**config.mk**
```make
export PLATFORM = sky130hd
export DESIGN_NAME = fetch_queue_unit
export DESIGN_NICKNAME = d
export VERILOG_FILES = /design/src/rtl/fetch_queue_unit.sv
export SDC_FILE = /design/constraint.sdc
export NUM_CORES = 1
export LEC_CHECK = 0
export ABC_AREA = 1
export BUFFER_PORTS_ARGS = -buffer_cell sky130_fd_sc_hd__buf_4
export CAP_MARGIN = 20
export CORE_MARGIN = 1.5
export CORE_UTILIZATION = 51
export DETAILED_ROUTE_END_ITERATION = 10
export MAX_ROUTING_LAYER = met4
export PLACE_DENSITY = 0.8
export SYNTH_ARGS = -nofsm -noshare
export SYNTH_HDL_FRONTEND = slang
export SYNTH_SLANG_ARGS = --single-unit
export TNS_END_PERCENT = 50
```
**constraint.sdc**
```tcl
create_clock -name clk -period 2.4 [get_ports clk]
set_clock_uncertainty 0.2 [all_clocks]
set_input_delay 0 -clock clk [delete_from_list [all_inputs] [get_ports clk]]
set_output_delay 0 -clock clk [all_outputs]
set_load 0.05 [all_outputs]
```
**src/rtl/fetch_queue_unit.sv**
```systemverilog
// Instruction-fetch stage: owns the PC, issues reads to a 1-cycle synchronous
// program memory, buffers returned words in a small FIFO and presents the
// head entry to decode over a valid/ready handshake. A redirect flushes the
// FIFO, squashes the in-flight response and restarts fetch at the target.
module fetch_queue_unit #(
  parameter int                ADDR_W   = 8,
  parameter int                INS_W    = 24,
  parameter int                DEPTH    = 4,
  parameter logic [ADDR_W-1:0] RESET_PC = '0
) (
  input  logic                     clk,
  input  logic                     reset,
  input  logic                     redirect_valid,
  input  logic [ADDR_W-1:0]        redirect_addr,
  output logic [ADDR_W-1:0]        mem_addr,
  output logic                     mem_rd_en,
  input  logic [INS_W-1:0]         mem_rdata,
  output logic [INS_W-1:0]         ins,
  output logic [ADDR_W-1:0]        ins_addr,
  output logic                     ins_valid,
  input  logic                     ins_ready,
  output logic [$clog2(DEPTH):0]   queue_count,
  output logic [ADDR_W-1:0]        pc_out
);

  localparam int PTR_W = $clog2(DEPTH);
  localparam int CNT_W = PTR_W + 1;

  logic [ADDR_W-1:0] pc;
  logic              rsp_pending;
  logic [ADDR_W-1:0] rsp_addr;

  logic [INS_W-1:0]  fifo_ins  [DEPTH];
  logic [ADDR_W-1:0] fifo_addr [DEPTH];
  logic [PTR_W-1:0]  rd_ptr;
  logic [PTR_W-1:0]  wr_ptr;
  logic [CNT_W-1:0]  count;

  logic              push;
  logic              pop;
  logic [CNT_W:0]    inflight;

  // Issue decision: a redirect always fetches its target; otherwise fetch
  // only while buffered plus outstanding words leave room in the FIFO.
  // NOTE: every output of an always_comb gets a default first, so no path
  // leaves it unassigned and no latch is inferred.
  always_comb begin
    inflight  = {1'b0, count} + {{CNT_W{1'b0}}, rsp_pending};
    mem_addr  = redirect_valid ? redirect_addr : pc;
    mem_rd_en = 1'b0;
    if (reset) begin
      mem_rd_en = redirect_valid || (inflight < (CNT_W+1)'(DEPTH));
    end
  end

  // Handshake qualifiers; a redirect overrides both the response and the pop.
  always_comb begin
    push      = rsp_pending && !redirect_valid;
    ins_valid = (count != '0);
    pop       = ins_valid && ins_ready && !redirect_valid;
    ins       = ins_valid ? fifo_ins[rd_ptr]  : '0;
    ins_addr  = ins_valid ? fifo_addr[rd_ptr] : '0;
  end

  assign queue_count = count;
  assign pc_out      = pc;

  // PC advance and tracking of the single outstanding memory read.
  // NOTE: state registers use non-blocking assignments so every flop samples
  // the pre-edge values regardless of statement or process order.
  always_ff @(posedge clk or negedge reset) begin
    if (!reset) begin
      pc          <= RESET_PC;
      rsp_pending <= 1'b0;
      rsp_addr    <= '0;
    end else begin
      rsp_pending <= mem_rd_en;
      rsp_addr    <= mem_addr;
      if (mem_rd_en) begin
        pc <= mem_addr + 1'b1;
      end
    end
  end

  // FIFO storage writes at the tail when a response is accepted.
  // NOTE: the storage array is deliberately not reset; an entry is only
  // visible once count covers it, and ins/ins_addr are masked when empty.
  always_ff @(posedge clk) begin
    if (push) begin
      fifo_ins[wr_ptr]  <= mem_rdata;
      fifo_addr[wr_ptr] <= rsp_addr;
    end
  end

  // FIFO pointers and occupancy; a redirect empties the queue outright.
  always_ff @(posedge clk or negedge reset) begin
    if (!reset) begin
      rd_ptr <= '0;
      wr_ptr <= '0;
      count  <= '0;
    end else if (redirect_valid) begin
      rd_ptr <= '0;
      wr_ptr <= '0;
      count  <= '0;
    end else begin
      if (push) begin
        wr_ptr <= wr_ptr + 1'b1;
      end
      if (pop) begin
        rd_ptr <= rd_ptr + 1'b1;
      end
      case ({push, pop})
        2'b10:   count <= count + 1'b1;
        2'b01:   count <= count - 1'b1;
        default: count <= count;
      endcase
    end
  end

  // The issue rule reserves a slot for every outstanding read, so a push
  // into a full queue means the reservation logic is broken.
  a_no_overflow : assert property (@(posedge clk) disable iff (!reset)
    !(push && count == CNT_W'(DEPTH)));

endmodule

```
# After elaboration in Yosys (flattened, before gate mapping)
# Memories as Yosys holds them, arrays and structs flattened.
# Cells that the tools add are included.
# op_classes
order_cmp	1
eq_ne	2
n_addsub	6
n_mux	12
reduce_logical	9
# op_table
operator	n
$mux W24	1
$mux W8	2
$add A8 B1 Y8 const B	1
$mux W2	4
$pmux W3 S2	1
$reduce_bool A3 Y1	2
$add A2 B1 Y2 const B	2
$add A3 B1 Y4	1
$lt A4 B3 Y1 const B	1
$reduce_bool A2 Y1	2
$add A3 B1 Y3 const B	1
$logic_and A1 B1 Y1	3
$mux W1	3
$mux W3	1
$sub A3 B1 Y3 const B	1
$eq A2 B1 Y1 const B	1
$eq A2 B2 Y1 const B	1
$logic_not A1 Y1	1
$logic_or A1 B1 Y1	1
# totals
mem_count	2
out_inout_bits	53
ram_bits	128
input_bits	36
reg_bits	24
word_cells	38
# mem_list
memory	words	word_bits	read_ports	rd_clocked_by_memory_dff	write_ports	line_no	rtl
fifo_ins	4	24	1	0	1	33	logic [INS_W-1:0] fifo_ins [DEPTH];
fifo_addr	4	8	1	0	1	34	logic [ADDR_W-1:0] fifo_addr [DEPTH];

# Logic depth before layout (Yosys ltp)
# logic_depth
depth_word	6
mapped_depth	11

# Least setup slack after synthesis
# Ideal clock, no wire load.
# synth_timing
path_type	reg2reg
start	register count[0], in the netlist queue_count[0]
end	register count[2], in the netlist queue_count[2]
setup_time_ps	119
period_less_slack_ps	2677
path_stages_with_launch	10
slack_ps	-277
t_arrival_ps	2358
t_required_ps	2081
cell_sequence	dfrtp_1 > inv_1 > nand3_1 > nand3_2 > inv_1 > fa_1 > xnor2_1 > xor2_1 > nand2_1 > nand2_1
# synth_between
elab_chain_len	6
elab_cells_between_ends	10
classes_between	2 x add/sub; 2 x eq/ne; 2 x mux; 4 x reduce/logical
# synth_lines
element	line_no	rtl
from (decl)	37	logic [CNT_W-1:0] count;
from (signal assigned)	113	2'b10: count <= count + 1'b1;
from (signal assigned)	114	2'b01: count <= count - 1'b1;
from (signal assigned)	115	default: count <= count;
$reduce_bool A3 Y1 (*)	59	ins_valid = (count != '0);
via ins_valid	20	output logic ins_valid,
$logic_and A1 B1 Y1 (*) (2 in series)	60	pop = ins_valid && ins_ready && !redirect_valid;
$eq A2 B1 Y1 or $eq A2 B2 Y1 (tied branches)	112	case ({push, pop})
$pmux W3 S2	112	
$mux W3	101	end else if (redirect_valid) begin
# The timed path passes the listed nets; every way through them passes the cells marked *.
# A chain may end at the register's enable or synchronous reset.

# Final worst setup path
# layout_timing
start	input port reset
end	output port mem_rd_en
# layout_between
elab_chain_len	1
# layout_lines
element	line_no	rtl
from (decl)	12	input logic reset,
$mux W1	51	if (reset) begin
to (decl)	16	output logic mem_rd_en,
# Every way passes these cells.

==> impl_metrics.tcl <==
set metrics [dict create \
    status "finished, final reports clean" \
    yosysSeqAreaShare 0.714 \
    die_area_um2 12900 \
    holdPathStages 2 \
    swShare 0.316 \
    vdd_drop_max_mv 0.470 \
    area_growth_pct 31.8 \
    antenna_left 0 \
    dpl.hpwl_um 8010 \
    wirelength_um 14000 \
    final_area_um2 8200 \
    drt_pass1_iterations 4 \
    syn_area_um2 6220 \
    finalSetupViolCount 0 \
    port_buffers 88 \
    ys_ff_latch 152 \
    drv_slew 0 \
    syn-mean-instance-area_um2 11.7 \
    worstReg2RegStart "queue_count[0]$_DFFE_PN0P_" \
    gr-usage-all-layers 0.235 \
    yosysWarningCount 0 \
    cts_root_buffer "clkbuf_16" \
    required_ps 2200 \
    cp-start-kind "primary input" \
    p_per_area_nw_per_um2 896 \
    hold_viol 0 \
    dpl_cell_area_um2 7100 \
    crit_path_end_kind "primary output" \
    cap_violations 0 \
    p_comb_frac 0.241 \
    rsz0062_at_grt "no" \
    min_to "fifo_ins[2][23]$_DFFE_PP_" \
    grt_antenna_before_repair 0 \
    synthCells 530 \
    crit_fanout 11 \
    vias 4389 \
    relSlewSlack 0.712 \
    synth_top_area_cell "edfxtp_1" \
    ff2ff_path_depth 9 \
    syn-num-nets 572 \
    hp-start "mem_rdata[23]" \
    worst_pin_slew_ps 431 \
    fp.coreArea_um2 12000 \
    die_w_um 113 \
    start_util 0.520 \
    finalCritPeriodShare 0.920 \
    grt_pass1_vias 4534 \
    viasPerCell 5.28 \
    final_common_cell "nor2_1" \
    synth_top_area_share 0.618 \
    fmax_ghz 0.453 \
    netlist_top_cells_area "edfxtp_1 (62%), dfrtp_1 (9.7%), nor2_1 (8.1%), o21ai_0 (5.0%), nand2_1 (3.1%)" \
    p_sw_uw 2320 \
    cts_tree "done" \
    clockPowerShare 0.341 \
    post-route-util 0.686 \
    ys_types 28 \
    cts_made_buffers 17 \
    worstHoldPathType "primary input to flop" \
    htreeDepth 4 \
    ff2ff_setup_slack_ps 350 \
    final_cell_mix "nor2_1 (129), edfxtp_1 (128), buf_4 (92)" \
    p_leak_uw 0.00321 \
    intPower_uw 5030 \
    grt_max_degree 66 \
    grt_pass1_wl_um 22400 \
    clkTransAtPathRegs_ps 60 \
    rr_endpoint "queue_count[2]$_DFFE_PN0P_" \
    drcViolationCount 0 \
    gp_congestion 0.817 \
    cp_data_arrival_time_ps 2010 \
    fillCellCount 823 \
    diodes 0 \
    placementRows 40 \
    grt_overflow_total 0 \
    drive_gt1_frac 0.232 \
    period_minus_slack_ps 2210 \
    drtIter0Drc 425 \
    wl_per_cell_um 16.8 \
    finalNetCount 714 \
    clockBufferDepth 2 \
    path_class "primary input to primary output" \
    die_h_um 113 \
    clock_latency_ps 420 \
    p_seq_frac 0.418 \
    clock-sinks 152 \
    num_io_pins 89 \
]
==> metrics by stage <==
stage / setup TNS (ps) / setup WS (ps) / std cells / total power [uW] / hold WS, ps
finish: 0 / 192 / 832 / 7350 / 135
global placement: 0 / 420 / 748 / 4770 / -276
CTS: 0 / 16.5 / 832 / 7380 / 117
global route: 0 / 114 / 832 / 7610 / 135
floorplan: -12120 / -209 / 530 / 4270 / -496
detailed placement: 0 / 363 / 748 / 4800 / -269
==> synthesized netlist by cell type <==
master / instances
inv_1: 12
nor2_1: 134
buf_2: 10
o21bai_1: 1
xor2_1: 1
fa_1: 1
a21oi_1: 34
nand4_1: 1
ha_1: 5
nand2_1: 52
a31oi_1: 1
edfxtp_1: 128
buf_4: 6
clkinv_2: 1
nand3_1: 13
nand2_4: 3
dfrtp_1: 24
nand3_2: 1
o21ai_0: 62
xnor2_1: 2
clkbuf_1: 8
nand2_2: 8
inv_2: 4
o21ai_1: 10
a21oi_2: 1
buf_6: 3
nor2_2: 3
nor2_4: 1
==> kinds of logic after synthesis <==
group	share of synthesized area
flops	0.714
simple gates	0.144
fa+ha+maj	0.0133
xor+xnor	0.00422
compound gates	0.0889
buf+inv	0.0360
==> flip-flops by register name (all words and copies together) (netlist names) <==
register     count
pc_out           8
wr_ptr           2
fifo_addr       32
rsp_pending      1
queue_count      3
rsp_addr         8
rd_ptr           2
fifo_ins        96
==> worst max path at each step <==
stage	from	to	slack [ps]	cells past startpoint
2_1_floorplan	wr_ptr[1]$_DFFE_PN0P_	fifo_addr[1][0]$_DFFE_PP_	-210	4
3_3_place_gp	queue_count[0]$_DFFE_PN0P_	queue_count[2]$_DFFE_PN0P_	420	9
3_5_place_dp	queue_count[0]$_DFFE_PN0P_	queue_count[2]$_DFFE_PN0P_	360	9
4_1_cts	rd_ptr[1]$_DFFE_PN0P_	ins[9]	20	6
5_1_grt	rd_ptr[1]$_DFFE_PN0P_	ins[21]	110	6
6_report	reset	mem_rd_en	190	6
==> power groups by stage <==
| stage | clock network (uW) | logic (uW) | registers, uW |
|---|---|---|---|
| final | 2510 | 1770 | 3070 |
| after global routing | 2650 | 1880 | 3080 |
| after CTS | 2540 | 1770 | 3070 |
| after detailed placement | 0 | 1680 | 3120 |
| after global placement | 0 | 1650 | 3110 |
| after floorplan | 0 | 1060 | 3200 |
==> per-layer routing <==
| layer | GRT usage | wire length, um | up-vias |
|---|---|---|---|
| met5 | - | 0 | - |
| met1 | 0.279 | 5740 | 2094 |
| met3 | 0.0579 | 838 | 22 |
| met2 | 0.400 | 7210 | 156 |
| met4 | 0.0733 | 201 | 0 |
| li1 | - | - | 2117 |
==> layout make-up <==
cell class | instances | area, um2 | area share
clock buffer | 23 | 510 | 0.0623
clock inverter | 9 | 60.1 | 0.00732
inverter | 17 | 65.1 | 0.00793
multi-input combinational | 334 | 1590 | 0.194
sequential | 152 | 4450 | 0.542
tap | 147 | 184 | 0.0224
timing repair buffer | 150 | 1340 | 0.164
==> worst max-delay path, stage by stage <==
cell and delay, ps:
dlygate4sd3_1 530, dlygate4sd3_1 560, buf_4 160, nand2_1 310, clkinv_2 220, buf_4 240
==> repair_timing <==
action / in CTS / in global routing
gates resized for setup: 0 / 1
setup endpoints to repair: 0 / 17
hold buffers: 52 / 0
setup buffers: 0 / 0
endpoints found under the hold margin: 143 / 0
No activity file was read; power rests on OpenSTA's default activity.
